File: config.mk
export PLATFORM = sky130hd
export DESIGN_NAME = zom_wave_scheduler
export DESIGN_NICKNAME = d
export VERILOG_FILES = /design/src/rtl/zom_wave_scheduler.sv
export SDC_FILE = /design/constraint.sdc
export NUM_CORES = 1
export LEC_CHECK = 0
export BUFFER_PORTS_ARGS = -buffer_cell sky130_fd_sc_hd__buf_2
export CAP_MARGIN = 20
export CORE_ASPECT_RATIO = 0.9
export CORE_MARGIN = 1
export CORE_UTILIZATION = 55
export DETAILED_ROUTE_END_ITERATION = 8
export PLACE_DENSITY = 0.81
export RECOVER_POWER = 50
export SLEW_MARGIN = 40
export SYNTH_ARGS = -nofsm -noshare
export SYNTH_HDL_FRONTEND = slang
export SYNTH_SLANG_ARGS = --single-unit
export TNS_END_PERCENT = 10
File: constraint.sdc
create_clock -name frame_clk -period 5.9 [get_ports frame_clk]
set_input_delay 0.59 -clock frame_clk [delete_from_list [all_inputs] [get_ports frame_clk]]
set_output_delay 0.59 -clock frame_clk [all_outputs]
set_load 0.005 [all_outputs]
File: src/rtl/zom_wave_scheduler.sv
// Zombie wave scheduler: spawns zombies into free motion slots on a frame timer,
// counts kills, advances waves and reports win/lose for the game top-level.
module zom_wave_scheduler #(
  parameter int NUM_ZOM        = 4,
  parameter int NUM_LANES      = 5,
  parameter int LANE_Y0        = 80,
  parameter int LANE_PITCH     = 96,
  parameter int START_X        = 639,
  parameter int SPAWN_INTERVAL = 180,
  parameter int WAVE_PAUSE     = 600,
  parameter int WAVES          = 3,
  parameter int WAVE_SIZE      = 6,
  parameter int WAVE_GROWTH    = 2
) (
  input  logic                  frame_clk,
  input  logic                  Reset,
  input  logic                  start,
  input  logic [NUM_ZOM-1:0]    zom_end,
  input  logic [NUM_ZOM-1:0]    zom_kill,
  output logic [NUM_ZOM-1:0]    zom_live,
  output logic [10*NUM_ZOM-1:0] zom_startX,
  output logic [10*NUM_ZOM-1:0] zom_startY,
  output logic                  spawn_pulse,
  output logic [3:0]            wave_num,
  output logic [7:0]            zombies_left,
  output logic                  game_over,
  output logic                  game_win,
  output logic [2:0]            dbg_state
);

  typedef enum logic [2:0] {
    S_IDLE, S_SPAWN_WAIT, S_SPAWN, S_WAVE_PAUSE, S_WIN, S_LOSE
  } state_t;

  state_t               state_q, state_n;
  logic [11:0]          timer_q, timer_n;
  logic [3:0]           wave_q, wave_n;
  logic [7:0]           spawned_q, spawned_n;
  logic [7:0]           killed_q, killed_n;
  logic [7:0]           left_q, left_n;
  logic [7:0]           lfsr_q, lfsr_n;
  logic [NUM_ZOM-1:0]   live_q, live_n;
  logic [10*NUM_ZOM-1:0] sx_q, sx_n, sy_q, sy_n;

  logic [NUM_ZOM-1:0]   valid_kill, free_oh;
  logic [7:0]           kill_cnt, wave_size;
  logic                 lose_hit, free_any;
  logic [3:0]           lane_raw;
  logic [2:0]           lane;
  logic [9:0]           spawn_y;

  function automatic logic [7:0] size_of(input logic [3:0] w);
    return 8'(WAVE_SIZE) + 8'(w) * 8'(WAVE_GROWTH);
  endfunction

  assign wave_size  = size_of(wave_q);
  assign valid_kill = zom_kill & live_q;
  assign lose_hit   = |(zom_end & live_q);
  // Lowest clear bit of the live mask, as a one-hot.
  assign free_oh    = ~live_q & (live_q + NUM_ZOM'(1));
  assign free_any   = |free_oh;

  assign lane_raw = {1'b0, lfsr_q[2:0]};
  assign lane     = (lane_raw >= 4'(NUM_LANES)) ? 3'(lane_raw - 4'(NUM_LANES)) : lane_raw[2:0];
  assign spawn_y  = 10'(LANE_Y0) + 10'(lane) * 10'(LANE_PITCH);

  always_comb begin
    kill_cnt = '0;
    for (int i = 0; i < NUM_ZOM; i++) kill_cnt = kill_cnt + 8'(valid_kill[i]);
  end

  always_comb begin
    state_n   = state_q;
    timer_n   = timer_q;
    wave_n    = wave_q;
    spawned_n = spawned_q;
    killed_n  = killed_q;
    left_n    = left_q;
    lfsr_n    = lfsr_q;
    live_n    = live_q;
    sx_n      = sx_q;
    sy_n      = sy_q;
    case (state_q)
      S_IDLE, S_WIN, S_LOSE: begin
        if (start) begin
          state_n   = S_SPAWN_WAIT;
          timer_n   = '0;
          wave_n    = '0;
          spawned_n = '0;
          killed_n  = '0;
          left_n    = size_of(4'd0);
        end
      end
      default: begin
        live_n   = live_q & ~valid_kill;
        killed_n = killed_q + kill_cnt;
        left_n   = wave_size - killed_n;
        if (lose_hit) begin
          // Reaching the house wins over any kill, spawn or wave end this cycle.
          state_n  = S_LOSE;
          live_n   = '0;
          killed_n = killed_q;
          left_n   = left_q;
        end else if (state_q != S_WAVE_PAUSE && killed_n == wave_size) begin
          timer_n = '0;
          if (wave_q == 4'(WAVES - 1)) begin
            state_n = S_WIN;
            live_n  = '0;
          end else begin
            state_n = S_WAVE_PAUSE;
          end
        end else if (state_q == S_SPAWN_WAIT) begin
          if (timer_q == 12'(SPAWN_INTERVAL - 1)) begin
            if (spawned_q < wave_size && free_any) state_n = S_SPAWN;
          end else begin
            timer_n = timer_q + 12'd1;
          end
        end else if (state_q == S_SPAWN) begin
          live_n = live_n | free_oh;
          for (int i = 0; i < NUM_ZOM; i++) begin
            if (free_oh[i]) begin
              sx_n[10*i +: 10] = 10'(START_X);
              sy_n[10*i +: 10] = spawn_y;
            end
          end
          spawned_n = spawned_q + 8'd1;
          lfsr_n    = {lfsr_q[6:0], lfsr_q[7] ^ lfsr_q[5] ^ lfsr_q[4] ^ lfsr_q[3]};
          timer_n   = '0;
          state_n   = S_SPAWN_WAIT;
        end else begin
          if (timer_q == 12'(WAVE_PAUSE - 1)) begin
            wave_n    = wave_q + 4'd1;
            spawned_n = '0;
            killed_n  = '0;
            timer_n   = '0;
            left_n    = size_of(wave_q + 4'd1);
            state_n   = S_SPAWN_WAIT;
          end else begin
            timer_n = timer_q + 12'd1;
          end
        end
      end
    endcase
  end

  always_ff @(posedge frame_clk) begin
    if (Reset) begin
      state_q   <= S_IDLE;
      timer_q   <= '0;
      wave_q    <= '0;
      spawned_q <= '0;
      killed_q  <= '0;
      left_q    <= '0;
      lfsr_q    <= 8'hA5;
      live_q    <= '0;
      sx_q      <= '0;
      sy_q      <= '0;
    end else begin
      state_q   <= state_n;
      timer_q   <= timer_n;
      wave_q    <= wave_n;
      spawned_q <= spawned_n;
      killed_q  <= killed_n;
      left_q    <= left_n;
      lfsr_q    <= lfsr_n;
      live_q    <= live_n;
      sx_q      <= sx_n;
      sy_q      <= sy_n;
    end
  end

  assign zom_live     = live_q;
  assign zom_startX   = sx_q;
  assign zom_startY   = sy_q;
  assign spawn_pulse  = (state_q == S_SPAWN);
  assign wave_num     = wave_q;
  assign zombies_left = left_q;
  assign game_over    = (state_q == S_LOSE);
  assign game_win     = (state_q == S_WIN);
  assign dbg_state    = state_q;

endmodule

==> results_dict.tcl, run 1 <==
set metrics [dict create \
    wl_per_cell_um 16.0 \
    first_pass_iters 6 \
    ys_ff_latch 78 \
    finalMaxSlewViolations 0 \
    fin_tns_setup_ns 0 \
    peakVddDrop_mv 0.266 \
    worstSetupPathType "flip-flop to flip-flop" \
    postCtsSetupRepairBufs 0 \
    via_count 4647 \
    max-slew-margin-rel 0.457 \
    core_mm2 0.00913 \
    area_growth_pct 6.00 \
    yosysWarnings 0 \
    synth_edf_count 0 \
    synthCells 624 \
    max_stage_delay_ns 0.78 \
    path_max_fanout 15 \
    p_switching_mw 0.743 \
    skew_ns 0.0116 \
    power_density_mw_per_mm2 322 \
    avgSynthCellArea_um2 8.32 \
    worst_slew_pin_slew_ns 0.814 \
    critPathArrivalTime_ns 5.32 \
    worstSkewPairLatency_ns 0.36 \
    fin_crit_sh 0.852 \
    synth_top_family_by_area "compound AO/OA/AOI/OAI gates" \
    synth_xor_area_frac 0.0419 \
    synth.most_common_cell "dfxtp_1" \
    rsz0062_at_grt "false" \
    grt_overflow 0 \
    crit_path_start_kind "flip-flop" \
    root_buffer "clkbuf_8" \
    port_buffers 88 \
    outcome "finished clean" \
    hpwl_um 9190 \
    cp_cell_sequence "nand2_1, fa_1, fa_1, fa_1, nand3b_1, xnor2_1, inv_1, ha_1, nand3_1, a211oi_2, nand3_1, o211ai_2, o21ai_0, a21oi_1" \
    drtIter0Drc 421 \
    ctsResizeCount 0 \
    seq_power_share 0.363 \
    postLayoutCoreUtil 0.603 \
    routed_wl_um 12700 \
    grt_max_degree 57 \
    dieWidth_um 104 \
    cts_tree "built" \
    synth-compound-area-share 0.211 \
    cpMostUsedCell "fa_1" \
    synth_sequential_area_ratio 0.301 \
    synthTopCellsByArea "dfxtp_1 30%, buf_4 8.5%, mux2i_1 5.4%" \
    min_path_type "flip-flop to flip-flop" \
    grt_pass1_vias 4128 \
    viasPerCell 5.86 \
    p_leak_nw 2.22 \
    synth_adder_area_share 0.0723 \
    drc_errors 0 \
    combPwrFrac 0.396 \
    setup_viol 0 \
    clkPwrFrac 0.240 \
    grt_pass1_wl_um 20200 \
    cp-end-kind "flip-flop" \
    gp_congestion 0.925 \
    htree_levels 3 \
    clockBufferDepth 2 \
    grt_use_total 0.255 \
    drive_gt1_frac 0.122 \
    ios 113 \
    die_y_um 94.2 \
    cap_violations 0 \
    netlist_area_mm2 0.00519 \
    cp_slowest_cell "o211ai_2" \
    yosys-mux-area-fraction 0.0540 \
    synthArstFlopShare 0 \
    cp.required_ns 6.19 \
    nets 704 \
    synthFlopType "dfxtp_1" \
    yosys.cell_types.count 73 \
    path_clk_slew_ns 0.09 \
    final_antenna_net_count 0 \
    fin_crit_ns 5.03 \
    synth_top_area_frac 0.301 \
    p_total_mw 1.77 \
    place_ws_ns 0.984 \
    cts_sinks 78 \
    die_area_mm2 0.00983 \
    cts-hold-fix-buffers 0 \
    start_util 0.569 \
    yosys.area_share.simple 0.190 \
    synthTopCellsByCount "78 x dfxtp_1, 60 x nor2_1, 59 x buf_4" \
    p_int_mw 1.03 \
    yosysTopAreaCell "dfxtp_1" \
    diodes 0 \
    timing.final.ws_setup_ns 0.872 \
    floorplan.rows 33 \
    numCtsBuffers 9 \
    fmax_mhz 199 \
    hold_viol 0 \
    grt_antenna_before_repair 0 \
    switching_share 0.420 \
]
[worst max-delay path, delay by kind of cell (launching register included)]
family / cells / cell delay [ns]
AO/OA/AOI/OAI: 4 / 1.38
XOR/XNOR: 1 / 0.20
adder cells (fa/ha/maj): 4 / 1.79
buffers and inverters: 1 / 0.07
flip-flops: 1 / 0.65
AND/OR/NAND/NOR: 4 / 0.87
[power by group through the flow]
stage	sequential, mW	combinational (mW)	clock (mW)
floorplan	0.629	0.542	0
global placement	0.647	0.662	0
detailed placement	0.653	0.693	0
CTS	0.641	0.695	0.433
global route	0.651	0.767	0.451
finish	0.643	0.701	0.426
[routing by layer]
layer / up-vias / GRT usage / wire length, um
li1: 2232 / - / -
met1: 2202 / 0.337 / 5770
met2: 193 / 0.411 / 5810
met3: 20 / 0.0492 / 840
met4: 0 / 0.104 / 239
met5: - / 0 / 0
[metrics by stage]
step	hold slack, ns	cell area, um^2	std cells
2_1_floorplan	0.450	5280	647
5_1_grt	0.496	5500	793
4_1_cts	0.476	5560	793
3_5_place_dp	0.457	5350	777
6_report	0.474	5500	793
3_3_place_gp	0.458	5340	777
[kinds of logic after synthesis]
logic type                 count (synthesis)
muxes                                     28
and+or+nand+nor                          199
adders and majority gates                 27
buffers and inverters                    115
other                                      1
DFF                                       78
xor gates and xnor gates                  24
AOI/OAI and AO/OA                        152
[cell usage in the layout (no fill, tap or decap), drive strengths merged, types with 23 or more instances in the layout]
cell,synthesis,routed
a21oi,36,36
buf,66,46
clkbuf,17,54
conb,1,24
dfxtp,78,78
inv,31,35
mux2i,28,28
nand2,48,48
nand3,23,23
nor2,60,60
o21ai,32,32
[worst paths after layout]
check	startpoint	to	slack (ns)	cells past startpoint
hold reg to reg	zombies_left[7]	zombies_left[7]	0.47	2
hold / removal	zombies_left[7]	zombies_left[7]	0.47	2
setup / recovery	zom_live[0]	zom_startY[9]	0.87	14
setup reg to reg	zom_live[0]	zom_startY[9]	0.87	14
[area by class of cell]
| type | count | area [um^2] |
|---|---|---|
| Tap cell | 122 | 153 |
| Fill cell | 841 | 3620 |
| Sequential cell | 78 | 1560 |
| Multi-Input combinational cell | 454 | 3060 |
| Clock buffer | 9 | 124 |
| Inverter | 32 | 120 |
| Clock inverter | 7 | 77.6 |
| Timing Repair Buffer | 91 | 408 |
[sequential cells by signal (all words and copies together), names as in the netlist]
signal / cells
lfsr_q: 8
zombies_left: 7
wave_num: 4
killed_q: 8
spawned_q: 8
zom_startY: 24
dbg_state: 3
zom_live: 4
timer_q: 12
Note: power is estimated with default switching activity, not from simulation.
==> inputs of run 2 (changes only) <==
BUFFER_PORTS_ARGS = -buffer_cell sky130_fd_sc_hd__buf_4   (was -buffer_cell sky130_fd_sc_hd__buf_2)
==> run 2 against run 1 <==
  * Combinational power grew 4.9%
  * Utilization increased by 3.0 points
  * Via count up 2.8%
  * Sequential power about the same
  * Clock skew is 0.0026 ns higher
  * First-iteration DRC count up 12%
  * Critical path type unchanged
  * Largest power group unchanged
==> results_dict.tcl, run 2 (synthesis results as in run 1) <==
set metrics [dict create \
    outcome "finished clean" \
    clockBufferDepth 2 \
    setup_viol 0 \
    core_mm2 0.00913 \
    start_util 0.569 \
    area_growth_pct 11.4 \
    ctsResizeCount 0 \
    grt_use_total 0.271 \
    routed_wl_um 13300 \
    largest_reg_flops 24 \
    hpwl_um 9570 \
    final_cell_area_mm2 0.00578 \
    grt_overflow 0 \
    worstReg2RegStart "zom_live[0]" \
    dieWidth_um 104 \
    final_cell_mix "78 x dfxtp_1, 76 x clkbuf_4, 60 x nor2_1" \
    cts_tree "built" \
    die_y_um 94.2 \
    root_buffer "clkbuf_8" \
    port_buffers 88 \
    min_path_type "flip-flop to flip-flop" \
    rsz0062_at_grt "false" \
    p_total_mw 1.81 \
    worst_r2r_endpoint "zom_startY[9]" \
    p_leak_nw 2.37 \
    skew_ns 0.0141 \
    reg2reg_depth 14 \
    viasPerCell 6.03 \
    htree_levels 3 \
    max-slew-margin-rel 0.470 \
    die_area_mm2 0.00983 \
    fin_tns_setup_ns 0 \
    grt_max_degree 57 \
    drc_errors 0 \
    grt_pass1_wl_um 21300 \
    worstSetupPathType "flip-flop to flip-flop" \
    hold_viol 0 \
    numCtsBuffers 9 \
    wl_per_cell_um 16.8 \
    worstHoldStart "zombies_left[7]" \
    fin_crit_ns 5.05 \
    cts_sinks 78 \
    path_clk_slew_ns 0.09 \
    fin_crit_sh 0.856 \
    placed_area_mm2 0.00557 \
    nets 703 \
    path_max_fanout 15 \
    postCtsSetupRepairBufs 0 \
    final_common_cell "dfxtp_1" \
    final_antenna_net_count 0 \
    fmax_mhz 198 \
    rrSetupSlack_ns 0.85 \
    ios 113 \
    power_density_mw_per_mm2 313 \
    holdPathEnd "zombies_left[7]" \
    cp.required_ns 6.19 \
    peakVddDrop_mv 0.231 \
    min_path_cells 2 \
    cts-hold-fix-buffers 0 \
    diodes 0 \
    drtIter0Drc 470 \
    whs_ns 0.476 \
    grt_antenna_before_repair 0 \
    gp_congestion 0.953 \
    finalMaxSlewViolations 0 \
    cp-end-kind "flip-flop" \
    drive_gt1_frac 0.190 \
    worst_slew_pin_slew_ns 0.794 \
    crit_path_start_kind "flip-flop" \
    cap_violations 0 \
    floorplan.rows 33 \
    cp-startpoint "zom_live[0]" \
    worstSkewPairLatency_ns 0.37 \
    via_count 4776 \
    grt_pass1_vias 4467 \
    first_pass_iters 6 \
    critPathArrivalTime_ns 5.34 \
]
[run 2: cell types whose count changed in the layout (fill, tap and decap cells not counted), sizes merged]
| cell | before | now |
|---|---|---|
| clkbuf | 54 | 87 |
| inv | 35 | 32 |
| clkinvlp | 1 | 3 |
| buf | 46 | 13 |
[run 2: per-layer routing]
layer,global-route usage,part of all wire,wire (um)
met3,0.0541,0.084,1120
met1,0.340,0.42,5550
met2,0.443,0.47,6240
met4,0.138,0.029,382
met5,0,0,0
[run 2: power by group]
group / leakage, nW / internal (mW) / switching, mW / total [mW]
Combinational: 1.64 / 0.277 / 0.458 / 0.735
Sequential: 0.632 / 0.576 / 0.0680 / 0.644
Clock: 0.0951 / 0.209 / 0.221 / 0.430
[run 2: how the worst max path moves through the flow]
stage	slack, ns	to
after floorplan	1.58	lfsr_q[5]
after global placement	1.15	lfsr_q[5]
after detailed placement	0.95	lfsr_q[5]
after CTS	0.93	zom_startY[9]
after global routing	0.59	lfsr_q[5]
final	0.85	zom_startY[9]
[run 2: through the flow]
| step | setup WS (ns) | util | instances |
|---|---|---|---|
| global route | 0.592 | 0.633 | 792 |
| finish | 0.851 | 0.633 | 792 |
| CTS | 0.930 | 0.633 | 792 |
| floorplan | 1.58 | - | 647 |
| detailed placement | 0.953 | 0.611 | 776 |
| global placement | 1.15 | 0.609 | 776 |
[run 2: layout make-up]
| type | instances | area (um^2) |
|---|---|---|
| Multi-Input combinational cell | 454 | 3070 |
| Fill cell | 749 | 3350 |
| Clock inverter | 6 | 70.1 |
| Sequential cell | 78 | 1560 |
| Timing Repair Buffer | 90 | 672 |
| Clock buffer | 10 | 138 |
| Tap cell | 122 | 153 |
| Inverter | 32 | 120 |
[run 2: worst max-delay path, stage by stage, from the launching register on]
cell      delay (ns)
dfxtp_1         0.64
nand2_1         0.14
fa_1            0.51
fa_1            0.47
fa_1            0.43
nand3b_1        0.20
xnor2_1         0.23
inv_1           0.08
ha_1            0.37
nand3_1         0.11
a211oi_2        0.19
nand3_1         0.43
o211ai_2        0.75
o21ai_0         0.24
a21oi_1         0.18
